### src/rtl/riscv_pkg.sv
// Shared RV32 constants and LSU types used by the load/store sequencer.
package riscv_pkg;

  localparam logic [2:0] F3_LB  = 3'b000;
  localparam logic [2:0] F3_LH  = 3'b001;
  localparam logic [2:0] F3_LW  = 3'b010;
  localparam logic [2:0] F3_LBU = 3'b100;
  localparam logic [2:0] F3_LHU = 3'b101;
  localparam logic [2:0] F3_SB  = 3'b000;
  localparam logic [2:0] F3_SH  = 3'b001;
  localparam logic [2:0] F3_SW  = 3'b010;

  typedef enum logic [1:0] {IDLE, REQ, WAIT} lsu_state_t;

  // funct3[1:0] carries the access size for both loads and stores
  function automatic logic is_misaligned(input logic [2:0] funct3, input logic [1:0] off);
    case (funct3[1:0])
      2'b01:   return off[0];
      2'b10:   return off != 2'b00;
      default: return 1'b0;
    endcase
  endfunction

endpackage

### src/rtl/riscv_lsu_align.sv
// Combinational byte-lane steering: byte enables, store data shift and
// load data extraction with sign/zero extension.
module riscv_lsu_align
  import riscv_pkg::*;
#(
  parameter int XLEN = 32
) (
  input  logic [2:0]        i_funct3,
  input  logic [1:0]        i_off,
  input  logic [XLEN-1:0]   i_wdata,
  input  logic [XLEN-1:0]   i_rdata,
  output logic [XLEN/8-1:0] o_be,
  output logic [XLEN-1:0]   o_wdata,
  output logic [XLEN-1:0]   o_ldata
);

  localparam int BW = XLEN / 8;

  logic [4:0]      w_shamt;
  logic [XLEN-1:0] w_rsh;
  logic            w_uns;

  assign w_shamt = {i_off, 3'b000};
  assign w_rsh   = i_rdata >> w_shamt;
  assign o_wdata = i_wdata << w_shamt;
  assign w_uns   = i_funct3[2];

  always_comb begin
    o_be    = '1;
    o_ldata = w_rsh;
    case (i_funct3)
      F3_LB, F3_LBU: begin
        o_be    = BW'(1) << i_off;
        o_ldata = {{(XLEN-8){~w_uns & w_rsh[7]}}, w_rsh[7:0]};
      end
      F3_LH, F3_LHU: begin
        o_be    = BW'(3) << i_off;
        o_ldata = {{(XLEN-16){~w_uns & w_rsh[15]}}, w_rsh[15:0]};
      end
      default: ;
    endcase
  end

endmodule

### src/rtl/riscv_lsu_ctrl.sv
// Load/store sequencer between EX/MA and a req/gnt/rvalid data memory port.
// Optional RISCV_LSU_MISALIGN_EN: fault misaligned ops instead of truncating the offset.
module riscv_lsu_ctrl
  import riscv_pkg::*;
#(
  parameter int XLEN = 32,
  parameter int REGN = 32
) (
  input  logic                      clk,
  input  logic                      rst_n,
  input  logic                      ex_valid,
  output logic                      ex_ready,
  input  logic                      ex_load,
  input  logic                      ex_store,
  input  logic [2:0]                ex_funct3,
  input  logic [XLEN-1:0]           ex_addr,
  input  logic [XLEN-1:0]           ex_wdata,
  input  logic [$clog2(REGN)-1:0]   ex_rd,
  output logic                      mem_req,
  input  logic                      mem_gnt,
  output logic                      mem_we,
  output logic [XLEN/8-1:0]         mem_be,
  output logic [XLEN-1:0]           mem_addr,
  output logic [XLEN-1:0]           mem_wdata,
  input  logic                      mem_rvalid,
  input  logic [XLEN-1:0]           mem_rdata,
  output logic                      stall,
  output logic                      ma_valid,
  output logic                      ma_memfetch,
  output logic [XLEN-1:0]           ma_memi,
  output logic [$clog2(REGN)-1:0]   ma_rd,
  output logic                      misalign
);

  localparam int REGA = $clog2(REGN);

  lsu_state_t r_state, w_next;

  logic            r_load;
  logic [2:0]      r_funct3;
  logic [1:0]      r_off;
  logic [REGA-1:0] r_rd;

  logic              w_issue;
  logic              w_done;
  logic [1:0]        w_off;
  logic [2:0]        w_sel_f3;
  logic [1:0]        w_sel_off;
  logic [XLEN/8-1:0] w_be;
  logic [XLEN-1:0]   w_wdata;
  logic [XLEN-1:0]   w_ldata;

`ifdef RISCV_LSU_MISALIGN_EN
  logic w_fault;
  assign w_off = ex_addr[1:0];
`else
  // Offset bits an access cannot use are dropped so the op is always issued
  always_comb begin
    case (ex_funct3[1:0])
      2'b00:   w_off = ex_addr[1:0];
      2'b01:   w_off = {ex_addr[1], 1'b0};
      default: w_off = 2'b00;
    endcase
  end
  assign misalign = 1'b0;
`endif

  assign ex_ready = (r_state == IDLE);
  assign stall    = (r_state != IDLE);

  // Store lanes come from the EX op at accept; load extraction uses the latched op
  assign w_sel_f3  = (r_state == IDLE) ? ex_funct3 : r_funct3;
  assign w_sel_off = (r_state == IDLE) ? w_off : r_off;

  riscv_lsu_align #(.XLEN(XLEN)) u_align (
    .i_funct3 (w_sel_f3),
    .i_off    (w_sel_off),
    .i_wdata  (ex_wdata),
    .i_rdata  (mem_rdata),
    .o_be     (w_be),
    .o_wdata  (w_wdata),
    .o_ldata  (w_ldata)
  );

  always_ff @(posedge clk or negedge rst_n) begin
    if (!rst_n) r_state <= IDLE;
    else        r_state <= w_next;
  end

  always_comb begin
    w_next  = r_state;
    w_issue = 1'b0;
    w_done  = 1'b0;
`ifdef RISCV_LSU_MISALIGN_EN
    w_fault = 1'b0;
`endif
    case (r_state)
      IDLE: begin
        if (ex_valid && (ex_load || ex_store)) begin
`ifdef RISCV_LSU_MISALIGN_EN
          if (is_misaligned(ex_funct3, ex_addr[1:0])) begin
            w_fault = 1'b1;
          end else begin
            w_issue = 1'b1;
            w_next  = REQ;
          end
`else
          w_issue = 1'b1;
          w_next  = REQ;
`endif
        end
      end
      REQ: begin
        if (mem_gnt) w_next = r_load ? WAIT : IDLE;
      end
      WAIT: begin
        if (mem_rvalid) begin
          w_done = 1'b1;
          w_next = IDLE;
        end
      end
      default: w_next = IDLE;
    endcase
  end

  always_ff @(posedge clk or negedge rst_n) begin
    if (!rst_n) begin
      mem_req     <= 1'b0;
      mem_we      <= 1'b0;
      mem_be      <= '0;
      mem_addr    <= '0;
      mem_wdata   <= '0;
      ma_valid    <= 1'b0;
      ma_memfetch <= 1'b0;
      ma_memi     <= '0;
      ma_rd       <= '0;
      r_load      <= 1'b0;
      r_funct3    <= 3'b000;
      r_off       <= 2'b00;
      r_rd        <= '0;
    end else begin
      ma_valid    <= 1'b0;
      ma_memfetch <= 1'b0;
      if (w_issue) begin
        mem_req   <= 1'b1;
        mem_we    <= ex_store;
        mem_be    <= w_be;
        mem_addr  <= {ex_addr[XLEN-1:2], 2'b00};
        mem_wdata <= w_wdata;
        r_load    <= ex_load;
        r_funct3  <= ex_funct3;
        r_off     <= w_off;
        r_rd      <= ex_rd;
      end else if (r_state == REQ && mem_gnt) begin
        mem_req <= 1'b0;
      end
      if (w_done) begin
        ma_valid    <= 1'b1;
        ma_memfetch <= 1'b1;
        ma_memi     <= w_ldata;
        ma_rd       <= r_rd;
      end
    end
  end

`ifdef RISCV_LSU_MISALIGN_EN
  always_ff @(posedge clk or negedge rst_n) begin
    if (!rst_n) misalign <= 1'b0;
    else        misalign <= w_fault;
  end
`endif

endmodule

### config.mk
export PLATFORM = sky130hd
export DESIGN_NAME = riscv_lsu_ctrl
export DESIGN_NICKNAME = d
export VERILOG_FILES = /design/src/rtl/riscv_pkg.sv /design/src/rtl/riscv_lsu_align.sv /design/src/rtl/riscv_lsu_ctrl.sv
export SDC_FILE = /design/constraint.sdc
export NUM_CORES = 1
export LEC_CHECK = 0
export ABC_AREA = 1
export CORE_ASPECT_RATIO = 1.4
export CORE_UTILIZATION = 45
export DETAILED_ROUTE_END_ITERATION = 10
export MAX_ROUTING_LAYER = met4
export PLACE_DENSITY = 0.94
export SLEW_MARGIN = 0
export SYNTH_ARGS = -nofsm -noshare
export SYNTH_HDL_FRONTEND = slang
export SYNTH_SLANG_ARGS = --single-unit
### constraint.sdc
create_clock -name clk -period 2.5 [get_ports clk]
set_clock_uncertainty 0.1 [all_clocks]
set_input_delay 0.5 -clock clk [delete_from_list [all_inputs] [get_ports clk]]
set_output_delay 0.5 -clock clk [all_outputs]
set_load 0.01 [all_outputs]
======== Word-level counts from Yosys, hierarchy flattened ========
Index checks and enable logic that the tools add are counted.
Widths: inputs -> output; s select.
word-level totals
  flip-flop bits (word level) ............. 119
  bits in latches ......................... 0
  RAM bits ................................ 0
  memory bits (read-only) ................. 0
  input bits .............................. 111
  logic and storage cells ................. 57
  memories ................................ 0
cells by class
  add/subtract/negate cells ............... 0
  multipliers ............................. 0
  divide/modulo/power cells ............... 0
  magnitude comparators ................... 0
  equal/unequal tests ..................... 9
  shift-type cells ........................ 4
  mux-type cells .......................... 17
  bitwise gates (word level) .............. 3
  reduce and logical (&&, ||, !) cells .... 11
operators with widths
  kind                 number
  $pmux 32 s2          1
  $shl 32x5->32        1
  $shr 32x5->32        1
  $mux 2               5
  $pmux 4 s2           1
  $mux 1               7
  $eq 3x3->1 const B   2
  $pmux 2 s3           1
  $eq 2x1->1 const B   2
  $logic_not 2->1      2
  $ne 2x2->1 const B   2
  $pmux 2 s2           1
  $reduce_bool 2->1    2
  $reduce_or 2->1      2
  $shl 1x2->4 const A  1
  $shl 2x2->4 const A  1
  $eq 3x1->1 const B   1
  $logic_not 3->1      1
  $mux 3               1
  $reduce_and 3->1     1
  $and 1x1->1          2
  $eq 2x2->1 const B   1
  $logic_and 1x1->1    2
  $ne 2x1->1 const B   1
  other kinds (2)      2

======== Longest topological paths before layout ========
  depth after elaboration ................. 6
  depth in mapped cells ................... 12
  gate-level depth less buffers ........... 11

======== Modules after synthesis ========
Synthesis repeated with hierarchy kept, for this count alone.
second synthesis, totals
  cell total of the unflattened synthesis .. 803
  area, all modules ....................... 6167.2 um2
modules (own cells, without submodules)
  module           times used  cells each  area each (um2)
  riscv_lsu_ctrl   1           540         4777.1
  riscv_lsu_align  1           263         1390.1

======== Worst setup path before layout ========
OpenSTA, ideal clock, no wires.
  path kind ............................... register to register
  from .................................... reg r_state[0]
  to ...................................... reg ma_memi[19]
  library setup time ...................... 0.113 ns
  arrival ................................. 1.545 ns
  required time ........................... 2.287 ns
  path slack .............................. 0.742 ns
  cell stages (with the launch flop) ...... 11
  path buffers ............................ 2
  cells stage by stage .................... dfrtp_1 nor2_4 nand3_1 buf_2 nand3_1 nand3_1 nand3_2 buf_4 nand3_1 nand2_1 inv_1
between the ends
  word-level cells in the longest chain between the ends .. 5
RTL lines
  what                                     line                                        text
  from (decl)                              riscv_lsu_ctrl.sv:37                        lsu_state_t r_state, w_next;
  from (signal assigned)                   riscv_lsu_ctrl.sv:87                        else r_state <= w_next;
  $logic_not 2->1 (*)                      n/a
  via ex_ready                             riscv_lsu_ctrl.sv:12                        output logic ex_ready,
  $mux 2 / $mux 3 (equally long branches)  riscv_lsu_ctrl.sv:73, riscv_lsu_ctrl.sv:72
  $shr 32x5->32 (tied with other cells)    riscv_lsu_align.sv:24                       assign w_rsh = i_rdata >> w_shamt;
  $and 1x1->1 (tied with other cells)      riscv_lsu_align.sv:38                       o_ldata = {{(XLEN-16){~w_uns & w_rsh[15]}}, w_rsh[15:0]};
  $pmux 32 s2 (*)                          riscv_lsu_align.sv:31                       case (i_funct3)
  to (signal assigned)                     riscv_lsu_ctrl.sv:160                       ma_memi <= w_ldata;
  to (decl)                                riscv_lsu_ctrl.sv:30                        output logic [XLEN-1:0] ma_memi,
The timed path passes the listed nets; every way through them passes the cells marked *.
A chain may end at the register's enable or synchronous reset.

======== Worst setup path after layout ========
  from .................................... reg r_state[0]
  to ...................................... out ex_ready
between the ends
  word-level cells in the longest chain between the ends .. 1
RTL lines
  what             line                  text
  $logic_not 2->1  riscv_lsu_ctrl.sv:68  assign ex_ready = (r_state == IDLE);
  to (decl)        riscv_lsu_ctrl.sv:12
No other way between the ends.

==> flow_summary.json <==
{
  "h-tree-depth": 4,
  "antenna_cells": 0,
  "synth_top_area_share_pct": 50.9,
  "clock-sinks": 119,
  "path_max_fanout": 8,
  "syn_to_final_growth_pct": 51.0,
  "gp_congestion": 0.970,
  "cts-root-buf": "clkbuf_16",
  "drv_cap": 0,
  "grt_max_degree": 84,
  "synth.cell_area_sq_um": 5850,
  "syn_inst": 773,
  "die_x_um": 98.4,
  "end_kind": "output port",
  "preCtsSetupSlack_ns": -0.0594,
  "avgViaCountPerCell": 5.27,
  "cp-start-kind": "flop",
  "grt.total_usage_pct": 28.5,
  "core_area_sq_um": 12500,
  "p_per_area_nw_per_um2": 1270,
  "cts_tree": "yes",
  "status": "complete, but fails checks",
  "fillers": 938,
  "synth_common_cells": "nand2_1, dfrtp_1, nand3_1",
  "clk_path_buf_depth": 2,
  "antenna_found_initial": 0,
  "die_area_sq_um": 13500,
  "rsz0062_at_grt": "no",
  "hp-class": "input port to async pin",
  "syn_avg_cell_area_sq_um": 7.57,
  "grt_overflow": 0,
  "reg2reg_slack_ns": 0.31,
  "portBuffers": 219,
  "antenna_left": 0,
  "ys_seq_area_share_pct": 50.9,
  "vias": 6037,
  "violations": "DRC",
  "setup-violations-final": 0,
  "ys.flop_type": "dfrtp_1",
  "nets": 1094,
  "firstDrtPassIters": 11,
  "yosysMostFrequentCell": "nand2_1",
  "post_dp_cell_area_sq_um": 8220,
  "postSynth.asyncResetShare_pct": 100,
  "rows": 48,
  "die_h_um": 137,
  "yosysUniqueCellTypes": 29,
  "synth_seq_cells": 119,
  "start_util_pct": 46.8,
  "synth_top_area_cell": "dfrtp_1",
  "crit_arrival_ns": 1.75,
  "path_class": "flop to output port",
  "finalSetupTns_ns": 0,
  "finalWirelength_mm": 18.3,
  "multiInputGateArea_sq_um": 2520,
  "regArea_sq_um": 2980,
  "reg2reg_from": "r_state[0]",
  "drtIter0Drc": 376,
  "p_leak_uw": 0.00431,
  "synth.area.top_cells": "dfrtp_1, nand2_1, nand3_1",
  "fin_ws_ns": 0.150,
  "drive_above_1_share_pct": 9.05,
  "maxSlewHeadroom_pct": 47.2,
  "cts_hold_buf": 1,
  "ir_drop_uv": 738,
  "cts_setup_buffers": 0,
  "hpwl_mm": 13.1,
  "period_minus_slack_ns": 2.35,
  "slew_viol_final": 0,
  "grt_pass1_vias": 5852,
  "design_area_sq_um": 8830,
  "fmax_mhz": 426,
  "clk_latency_ns": 0.41,
  "numCtsBuffers": 17,
  "reg2reg_depth": 11,
  "clk_pin_slew_ns": 0.06,
  "wire_per_inst_um": 15.9,
  "crit_required_ns": 1.90,
  "timing.final.hold_violations": 0,
  "r2r_end": "ma_memi[21]",
  "ys_warn_count": 0,
  "drc": 6,
  "grt_pass1_wl_mm": 28.7,
  "finalCritPeriodShare_pct": 94.0,
  "synth_edf_count": 0,
  "num_io_pins": 223,
  "tightest_slew_ns": 0.792,
  "cts.repair.resized": 0
}
-- per-stage QoR --
| step | total power [uW] | cells | hold slack [ns] | utilization, % |
|---|---|---|---|---|
| 6_report | 11200 | 1145 | 0.349 | 70.7 |
| 5_1_grt | 11900 | 1145 | 0.347 | 70.7 |
| 4_1_cts | 11200 | 1145 | 0.329 | 70.7 |
| 3_5_place_dp | 8670 | 1113 | 0.216 | 65.8 |
| 3_3_place_gp | 8520 | 1113 | 0.215 | 65.8 |
| 2_1_floorplan | 5950 | 775 | 0.104 | - |
-- worst max-delay path by stage --
| stage | startpoint | to | slack (ns) | cells past startpoint |
|---|---|---|---|---|
| floorplan | r_state[0] | ma_memi[19] | 0.74 | 10 |
| CTS | r_state[0] | ex_ready | 0.13 | 2 |
| global route | r_state[0] | ex_ready | 0.07 | 2 |
| finish | r_state[0] | ex_ready | 0.15 | 2 |
| global placement | ex_funct3[1] | ma_memi[22] | 0.004 | 11 |
| detailed placement | ex_funct3[1] | ma_memi[21] | -0.06 | 11 |
-- power by group --
| part | total, uW | internal, uW | switching [uW] | leakage [uW] |
|---|---|---|---|---|
| Clock | 2460 | 1590 | 873 | 0.000293 |
| Sequential | 3380 | 2830 | 543 | 0.00147 |
| Combinational | 5340 | 2600 | 2730 | 0.00254 |
| Total | 11200 | 7020 | 4150 | 0.00431 |
-- cells by family after synthesis --
group                  count (synthesis)  synth area share, %
and+or+nand+nor                      488                 34.7
DFF                                  119                 50.9
AOI/OAI and AO/OA                     83                 7.87
buffers and inverters                 82                 6.42
other                                  1               0.0641
-- cells in the final DEF, fill, tap and decap left out, drive strengths merged, types with 8 or more instances in the layout --
| master | count |
|---|---|
| o22ai | 8 |
| or2 | 25 |
| dfrtp | 119 |
| o21ai | 50 |
| inv | 33 |
| a21oi | 16 |
| nand2 | 355 |
| nand3 | 77 |
| clkinv | 8 |
| buf | 19 |
| clkdlybuf4s50 | 218 |
| clkbuf | 19 |
| nor2 | 30 |
-- sequential cells by signal, indices dropped and copies added, names as in the netlist --
signal       cells
ma_memi         32
mem_wdata       32
mem_addr        30
ma_rd            5
r_rd             5
mem_be           4
r_funct3         3
r_off            2
r_state          2
ma_memfetch      1
mem_req          1
mem_we           1
r_load           1
-- layer usage --
layer	vias up	wire (um)	track usage [%]
met2	340	9500	47.4
met4	0	950	17.9
li1	2863	-	-
met5	-	0	-
met1	2761	6440	30.7
met3	73	1360	7.05
-- area by class of cell --
type,instances,share of cell area [%]
clock buffers,19,5.02
clock inverters,12,1.73
inverters,33,1.40
multi-input cells,574,28.6
flip-flops and latches,119,33.7
well taps,150,2.13
repair buffers,238,27.4
-- worst max-delay path, stage by stage, from the launching register on --
cell             delay (ns)
dfrtp_1                0.47
nor2_4                 0.26
clkdlybuf4s50_1        0.61
Note: power is estimated with default switching activity, not from simulation.
